File: src/rtl/seg_pkg.sv
`default_nettype none
// ============================================================================
// Module   : seg_pkg
// Brief    : Shared constants and types for the segment scan driver.
// Revision : 1.0 - initial release
// ============================================================================
package seg_pkg;

  // One 7-segment-plus-dp code, bit7=a ... bit1=g, bit0=dp, active-high.
  typedef logic [7:0] seg_code_t;

  localparam seg_code_t SEG_BLANK = 8'h00;
  localparam seg_code_t SEG_ZERO  = 8'hfc;

  // Each digit slot is a blank (anti-ghosting) phase followed by a drive phase.
  typedef enum logic [0:0] {
    BLANK = 1'b0,
    DRIVE = 1'b1
  } scan_state_t;

endpackage
`default_nettype wire

File: src/rtl/seg_scan_drv_scan_tick_gen.sv
`default_nettype none
// ============================================================================
// Module   : scan_tick_gen
// Brief    : Per-slot cycle counter for the segment scan driver. Counts
//            0..SCAN_DIV-1 and flags the last blank cycle and the last cycle
//            of the slot.
// Revision : 1.0 - initial release
// ============================================================================
module scan_tick_gen #(
  parameter int SCAN_DIV  = 50000,
  parameter int BLANK_CYC = 16
) (
  input  logic clk,
  input  logic rst,
  output logic slot_end_o,
  output logic blank_end_o
);

  localparam int CW = (SCAN_DIV > 1) ? $clog2(SCAN_DIV) : 1;

  logic [CW-1:0] cnt_q;
  logic [CW-1:0] cnt_d;

  assign slot_end_o  = (cnt_q == CW'(SCAN_DIV - 1));
  assign blank_end_o = (cnt_q == CW'(BLANK_CYC - 1));

  // Next count: wrap to zero at the end of the slot.
  always_comb begin
    cnt_d = cnt_q + 1'b1;
    if (slot_end_o) begin
      cnt_d = '0;
    end
  end

  // Slot counter register; reset restarts the slot.
  always_ff @(posedge clk) begin
    if (rst) begin
      cnt_q <= '0;
    end else begin
      cnt_q <= cnt_d;
    end
  end

endmodule
`default_nettype wire

File: src/rtl/seg_scan_drv.sv
`default_nettype none
// ============================================================================
// Module   : seg_scan_drv
// Brief    : Time-multiplexes packed per-digit segment codes onto one shared
//            segment bus with active-low one-hot digit enables. Each slot
//            starts with a blank gap; new codes take effect on frame
//            boundaries only.
// Options  : SEG_SCAN_LZB_EN - leading-zero blanking applied when the
//            display shadow is loaded (digit 0 is never blanked).
// Revision : 1.0 - initial release
// ============================================================================
module seg_scan_drv
  import seg_pkg::*;
#(
  parameter int NUM_DIGITS = 3,
  parameter int SCAN_DIV   = 50000,
  parameter int BLANK_CYC  = 16
) (
  input  logic                    clk,
  input  logic                    rst,
  input  logic [8*NUM_DIGITS-1:0] code_in,
  input  logic                    code_vld,
  output logic [7:0]              seg,
  output logic [NUM_DIGITS-1:0]   dig_n,
  output logic                    frame_start
);

  localparam int IW = (NUM_DIGITS > 1) ? $clog2(NUM_DIGITS) : 1;
  localparam logic [IW-1:0] IDX_LAST = IW'(NUM_DIGITS - 1);

  logic                              slot_end;
  logic                              blank_end;

  logic [8*NUM_DIGITS-1:0]           pending_q;
  logic                              pend_flag_q;
  seg_code_t [NUM_DIGITS-1:0]        shadow_q;
  logic [8*NUM_DIGITS-1:0]           load_val;

  scan_state_t                       state_q;
  scan_state_t                       state_d;
  logic [IW-1:0]                     idx_q;
  logic [IW-1:0]                     idx_d;
  logic                              slot_first_q;

  logic [7:0]                        seg_q;
  logic [7:0]                        seg_d;
  logic [NUM_DIGITS-1:0]             dig_n_q;
  logic [NUM_DIGITS-1:0]             dig_n_d;
  logic                              frame_start_q;
  logic                              frame_start_d;

  scan_tick_gen #(
    .SCAN_DIV  (SCAN_DIV),
    .BLANK_CYC (BLANK_CYC)
  ) u_tick (
    .clk         (clk),
    .rst         (rst),
    .slot_end_o  (slot_end),
    .blank_end_o (blank_end)
  );

`ifdef SEG_SCAN_LZB_EN
  // Blank leading zero digits from the MSD down, stopping at the first
  // non-zero digit; digit 0 always keeps its code.
  function automatic logic [8*NUM_DIGITS-1:0] lzb(input logic [8*NUM_DIGITS-1:0] c);
    logic lead;
    lzb  = c;
    lead = 1'b1;
    for (int i = NUM_DIGITS - 1; i >= 1; i--) begin
      if (lead && (c[8*i +: 8] == SEG_ZERO)) begin
        lzb[8*i +: 8] = SEG_BLANK;
      end else begin
        lead = 1'b0;
      end
    end
  endfunction

  assign load_val = lzb(pending_q);
`else
  assign load_val = pending_q;
`endif

  // Capture strobes into pending; move pending to the shadow at the frame
  // boundary (the cycle frame_start is high). A strobe in that same cycle
  // lands in pending and waits for the following frame.
  always_ff @(posedge clk) begin
    if (rst) begin
      pending_q   <= '0;
      pend_flag_q <= 1'b0;
      shadow_q    <= '0;
    end else begin
      if (frame_start_q && pend_flag_q) begin
        shadow_q    <= load_val;
        pend_flag_q <= 1'b0;
      end
      if (code_vld) begin
        pending_q   <= code_in;
        pend_flag_q <= 1'b1;
      end
    end
  end

  // Slot FSM next state: blank gap, then drive, then advance the digit.
  always_comb begin
    state_d = state_q;
    idx_d   = idx_q;
    case (state_q)
      BLANK: begin
        if (blank_end) begin
          state_d = DRIVE;
        end
      end
      DRIVE: begin
        if (slot_end) begin
          state_d = BLANK;
          idx_d   = (idx_q == IDX_LAST) ? '0 : idx_q + 1'b1;
        end
      end
      default: state_d = BLANK;
    endcase
  end

  // FSM state, digit index and first-cycle-of-slot marker.
  always_ff @(posedge clk) begin
    if (rst) begin
      state_q      <= BLANK;
      idx_q        <= '0;
      slot_first_q <= 1'b1;
    end else begin
      state_q      <= state_d;
      idx_q        <= idx_d;
      slot_first_q <= slot_end;
    end
  end

  // Output decode from the current slot state; registered below so the
  // ports are driven purely from flops.
  always_comb begin
    seg_d         = SEG_BLANK;
    dig_n_d       = '1;
    frame_start_d = 1'b0;
    if (state_q == DRIVE) begin
      seg_d          = shadow_q[idx_q];
      dig_n_d[idx_q] = 1'b0;
    end
    if ((state_q == BLANK) && slot_first_q && (idx_q == '0)) begin
      frame_start_d = 1'b1;
    end
  end

  // Output registers.
  always_ff @(posedge clk) begin
    if (rst) begin
      seg_q         <= SEG_BLANK;
      dig_n_q       <= '1;
      frame_start_q <= 1'b0;
    end else begin
      seg_q         <= seg_d;
      dig_n_q       <= dig_n_d;
      frame_start_q <= frame_start_d;
    end
  end

  assign seg         = seg_q;
  assign dig_n       = dig_n_q;
  assign frame_start = frame_start_q;

endmodule
`default_nettype wire

File: config.mk
export PLATFORM = sky130hd
export DESIGN_NAME = seg_scan_drv
export DESIGN_NICKNAME = d
export VERILOG_FILES = /design/src/rtl/seg_pkg.sv /design/src/rtl/seg_scan_drv_scan_tick_gen.sv /design/src/rtl/seg_scan_drv.sv
export SDC_FILE = /design/constraint.sdc
export NUM_CORES = 1
export LEC_CHECK = 0
export ABC_AREA = 1
export CORE_ASPECT_RATIO = 0.9
export CORE_MARGIN = 2
export CORE_UTILIZATION = 54
export DETAILED_ROUTE_END_ITERATION = 10
export GPL_ROUTABILITY_DRIVEN = 0
export PLACE_DENSITY = 0.88
export SKIP_CTS_REPAIR_TIMING = 1
export SYNTH_ARGS = -nofsm -noshare
export SYNTH_HDL_FRONTEND = slang
export SYNTH_SLANG_ARGS = --single-unit
export TNS_END_PERCENT = 30
File: constraint.sdc
create_clock -name clk -period 1.6 [get_ports clk]
set_input_delay 0.4 -clock clk [delete_from_list [all_inputs] [get_ports clk]]
set_output_delay 0.4 -clock clk [all_outputs]
set_load 0.01 [all_outputs]
==> metrics.md <==
| Metric | Value |
|---|---|
| Initial DRC count | `107` |
| Layout Nets | `496` |
| Sw frac | `0.224` |
| Critical R2R Capture | `idx_q[1]` |
| Initial antenna violation count | `0` |
| CP Launch Type | `flip-flop` |
| Worst Path Buf+Inv | `1` |
| Worst Path Max Fanout | `1` |
| GRT Util Overall | `0.203` |
| HP Class | `flip-flop to flip-flop` |
| RSZ-0062 raised after global routing | `no` |
| Cell-internal power | `between 3 and 4 mW` |
| Crit path capture type | `output port` |
| Total die area | `6380 um2` |
| CP peak stage delay | `between 0.5 and 0.6 ns` |
| Ys Warns | `0` |
| Area leader, netlist | `dfxtp_1` |
| Area growth, synth to finish | `22.3%` |
| Worst setup margin | `0.0354 ns` |
| Vias/cell | `5.00` |
| Share of post-route cells with drive strength above 1 | `0.0613` |
| Mapped Area | `3110 um2` |
| First-pass GRT wire length | `around 11000 um` |
| Antenna diode count | `0` |
| CP delay by family, top | `buffers and inverters` |
| Slowest cell on the critical path | `clkdlybuf4s50_1` |
| Commonest non-fill, non-tap cell in the layout | `nor2_1` |
| Clock power share | `0.390` |
| Initial Utilization | `0.553` |
| Residual DRC count | `0` |
| Hpwl dp | `4240 um` |
| Final ANT Viol Nets | `0` |
| Drt wl/cell | `11.4 um` |
| # port buffers | `38` |
| Distinct cells, synth | `23` |
| Largest net degree at the start of global routing | `between 40 and 50` |
| Hold path cells | `1` |
| Yosys reg bits | `81` |
| Final Hold Viols | `0` |
| Syn nets | `456` |
| Syn Inst Count | `428` |
| CTS Buf Count | `9` |
| Commonest cells after routing, fill and taps aside | `nor2_1, dfxtp_1, nand2_1` |
| Synth area leaders | `dfxtp_1, nor2_1, o21ai_0` |
| DIE HEIGHT | `76 um` |
| Synth top area share | `0.521` |
| Comb pwr share | `0.064` |
| Worst EP arrival | `1.16 ns` |
| Setup TNS Final | `0 ns` |
| H-tree Lvls | `3` |
| Seq/Total Area, Yosys | `0.521` |
| Min Tclk post-route | `1.56 ns` |
| Cells along the critical path | `clkdlybuf4s50_1` |
| Synthesized area per cell | `7.27 um2` |
| Seq pwr share | `0.545` |
| Max clock buf depth | `2` |
| # setup viols final | `0` |
| Io pins | `39` |
| TritonCTS clock tree | `yes` |
| Hold_ws | `0.452 ns` |
| Pwr dens | `1030 nW/um2` |
| DR pass1 iterations | `4` |
| Max_cap viols | `0` |
| Worst Tran Pin Value | `0.508 ns` |
| Worst Hold End | `u_tick.cnt_q[0]` |
| Peak supply drop | `0.000649 V` |
| Leak pwr | `roughly 1.7 nW` |
| # rows | `26` |
| Critical path class | `flip-flop to output port` |
| Vias in the first global route | `2565` |
| Die W | `84 um` |
| Fin crit share | `0.978` |
| Grt ovf | `0` |
| Clock latency on the worst-skew pair | `0.34 ns` |
| Max Freq | `639 MHz` |
| Hold_sp | `u_tick.cnt_q[0]` |
| CTS root buf | `clkbuf_8` |
| Sink Count | `81` |
| Worst Clk Skew | `0.0141 ns` |
| WP data required | `1.20 ns` |
| DP Worst Slack | `-0.00603 ns` |
| Slew Viols, Final | `0` |
| Worst-path clk slew | `around 0.070 ns` |
| Relative slew slack | `0.659` |
| Reg2Reg Depth | `7` |
| Area of the core | `5630 um2` |
| R2R setup slack | `0.19 ns` |
| Final WL | `6170 um` |
| Vias | `2714` |
| Reg2Reg Launch Point | `u_tick.cnt_q[0]` |
| P_sw | `between 0.8 and 0.9 mW` |
| Status | `finished, final reports clean` |
-- flip-flops by register name, summed over array words and instances, names as in the netlist --
name	flops
dig_n	3
u_tick.cnt_q	16
idx_q	2
slot_first_q	1
seg	8
state_q	1
pend_flag_q	1
load_val	24
shadow_q	24
frame_start	1
-- final cells by class --
| class | instances | area, um2 |
|---|---|---|
| repair buffers | 44 | 460 |
| flip-flops and latches | 81 | 1620 |
| inverters | 42 | 158 |
| clock buffers | 11 | 151 |
| well taps | 70 | 87.6 |
| fillers | 451 | 1820 |
| clock inverters | 5 | 61.3 |
| multi-input cells | 290 | 1260 |
-- metrics by stage --
stage | cells | power (mW) | cell area (um2) | utilization
floorplan | 428 | 2.31 | 3110 | -
global placement | 527 | 2.41 | 3570 | 0.634
detailed placement | 527 | 2.43 | 3570 | 0.634
CTS | 543 | 3.93 | 3780 | 0.672
global route | 543 | 4.07 | 3800 | 0.676
finish | 543 | 3.91 | 3800 | 0.676
-- power by group through the flow --
stage / Sequential (mW) / Clock [mW] / Combinational [mW]
after detailed placement: 2.18 / 0 / 0.249
after CTS: 2.13 / 1.55 / 0.252
after global placement: 2.17 / 0 / 0.242
after global routing: 2.14 / 1.64 / 0.287
final: 2.13 / 1.53 / 0.250
after floorplan: 2.17 / 0 / 0.146
-- cell families after synthesis --
group / count (synthesis) / synth area share
and+or+nand+nor: 214 / 0.277
DFF: 81 / 0.521
adders and majority gates: 1 / 0.00402
AOI/OAI and AO/OA: 72 / 0.117
buffers and inverters: 57 / 0.0724
xor gates and xnor gates: 3 / 0.00845
-- how the worst max path moves through the flow --
stage	start	to	slack, ns	cells after the start
after floorplan	u_tick.cnt_q[0]	u_tick.cnt_q[5]	0.29	7
after global placement	rst	seg[2]	-0.002	6
after detailed placement	rst	u_tick.cnt_q[2]	-0.006	5
after CTS	frame_start	frame_start	-0.05	1
after global routing	seg[6]	seg[6]	0.005	1
final	seg[1]	seg[1]	0.04	1
-- cell usage after synthesis --
cell and count:
nor2_1 116, dfxtp_1 81, nand2_1 69, o21ai_0 54, inv_1 38, a21oi_1 16
nand3_1 16, clkbuf_1 11, nand4_1 4, nor3_1 4, buf_2 3, clkinv_1 2
inv_2 2, nand2_2 2, xor2_1 2, buf_6 1, ha_1 1, nand2_4 1
nor2_2 1, nor2_4 1, o211ai_1 1, o22ai_1 1, xnor2_1 1
-- routing by layer --
metal  global-route usage  vias to the layer above  share of wire
met3               0.0542                        8          0.043
met5                    0                        -              0
met4               0.0694                        0          0.013
met2                0.354                       65           0.48
met1                0.244                     1223           0.46
li1                     -                     1418              -
No activity file was read; power rests on OpenSTA's default activity.
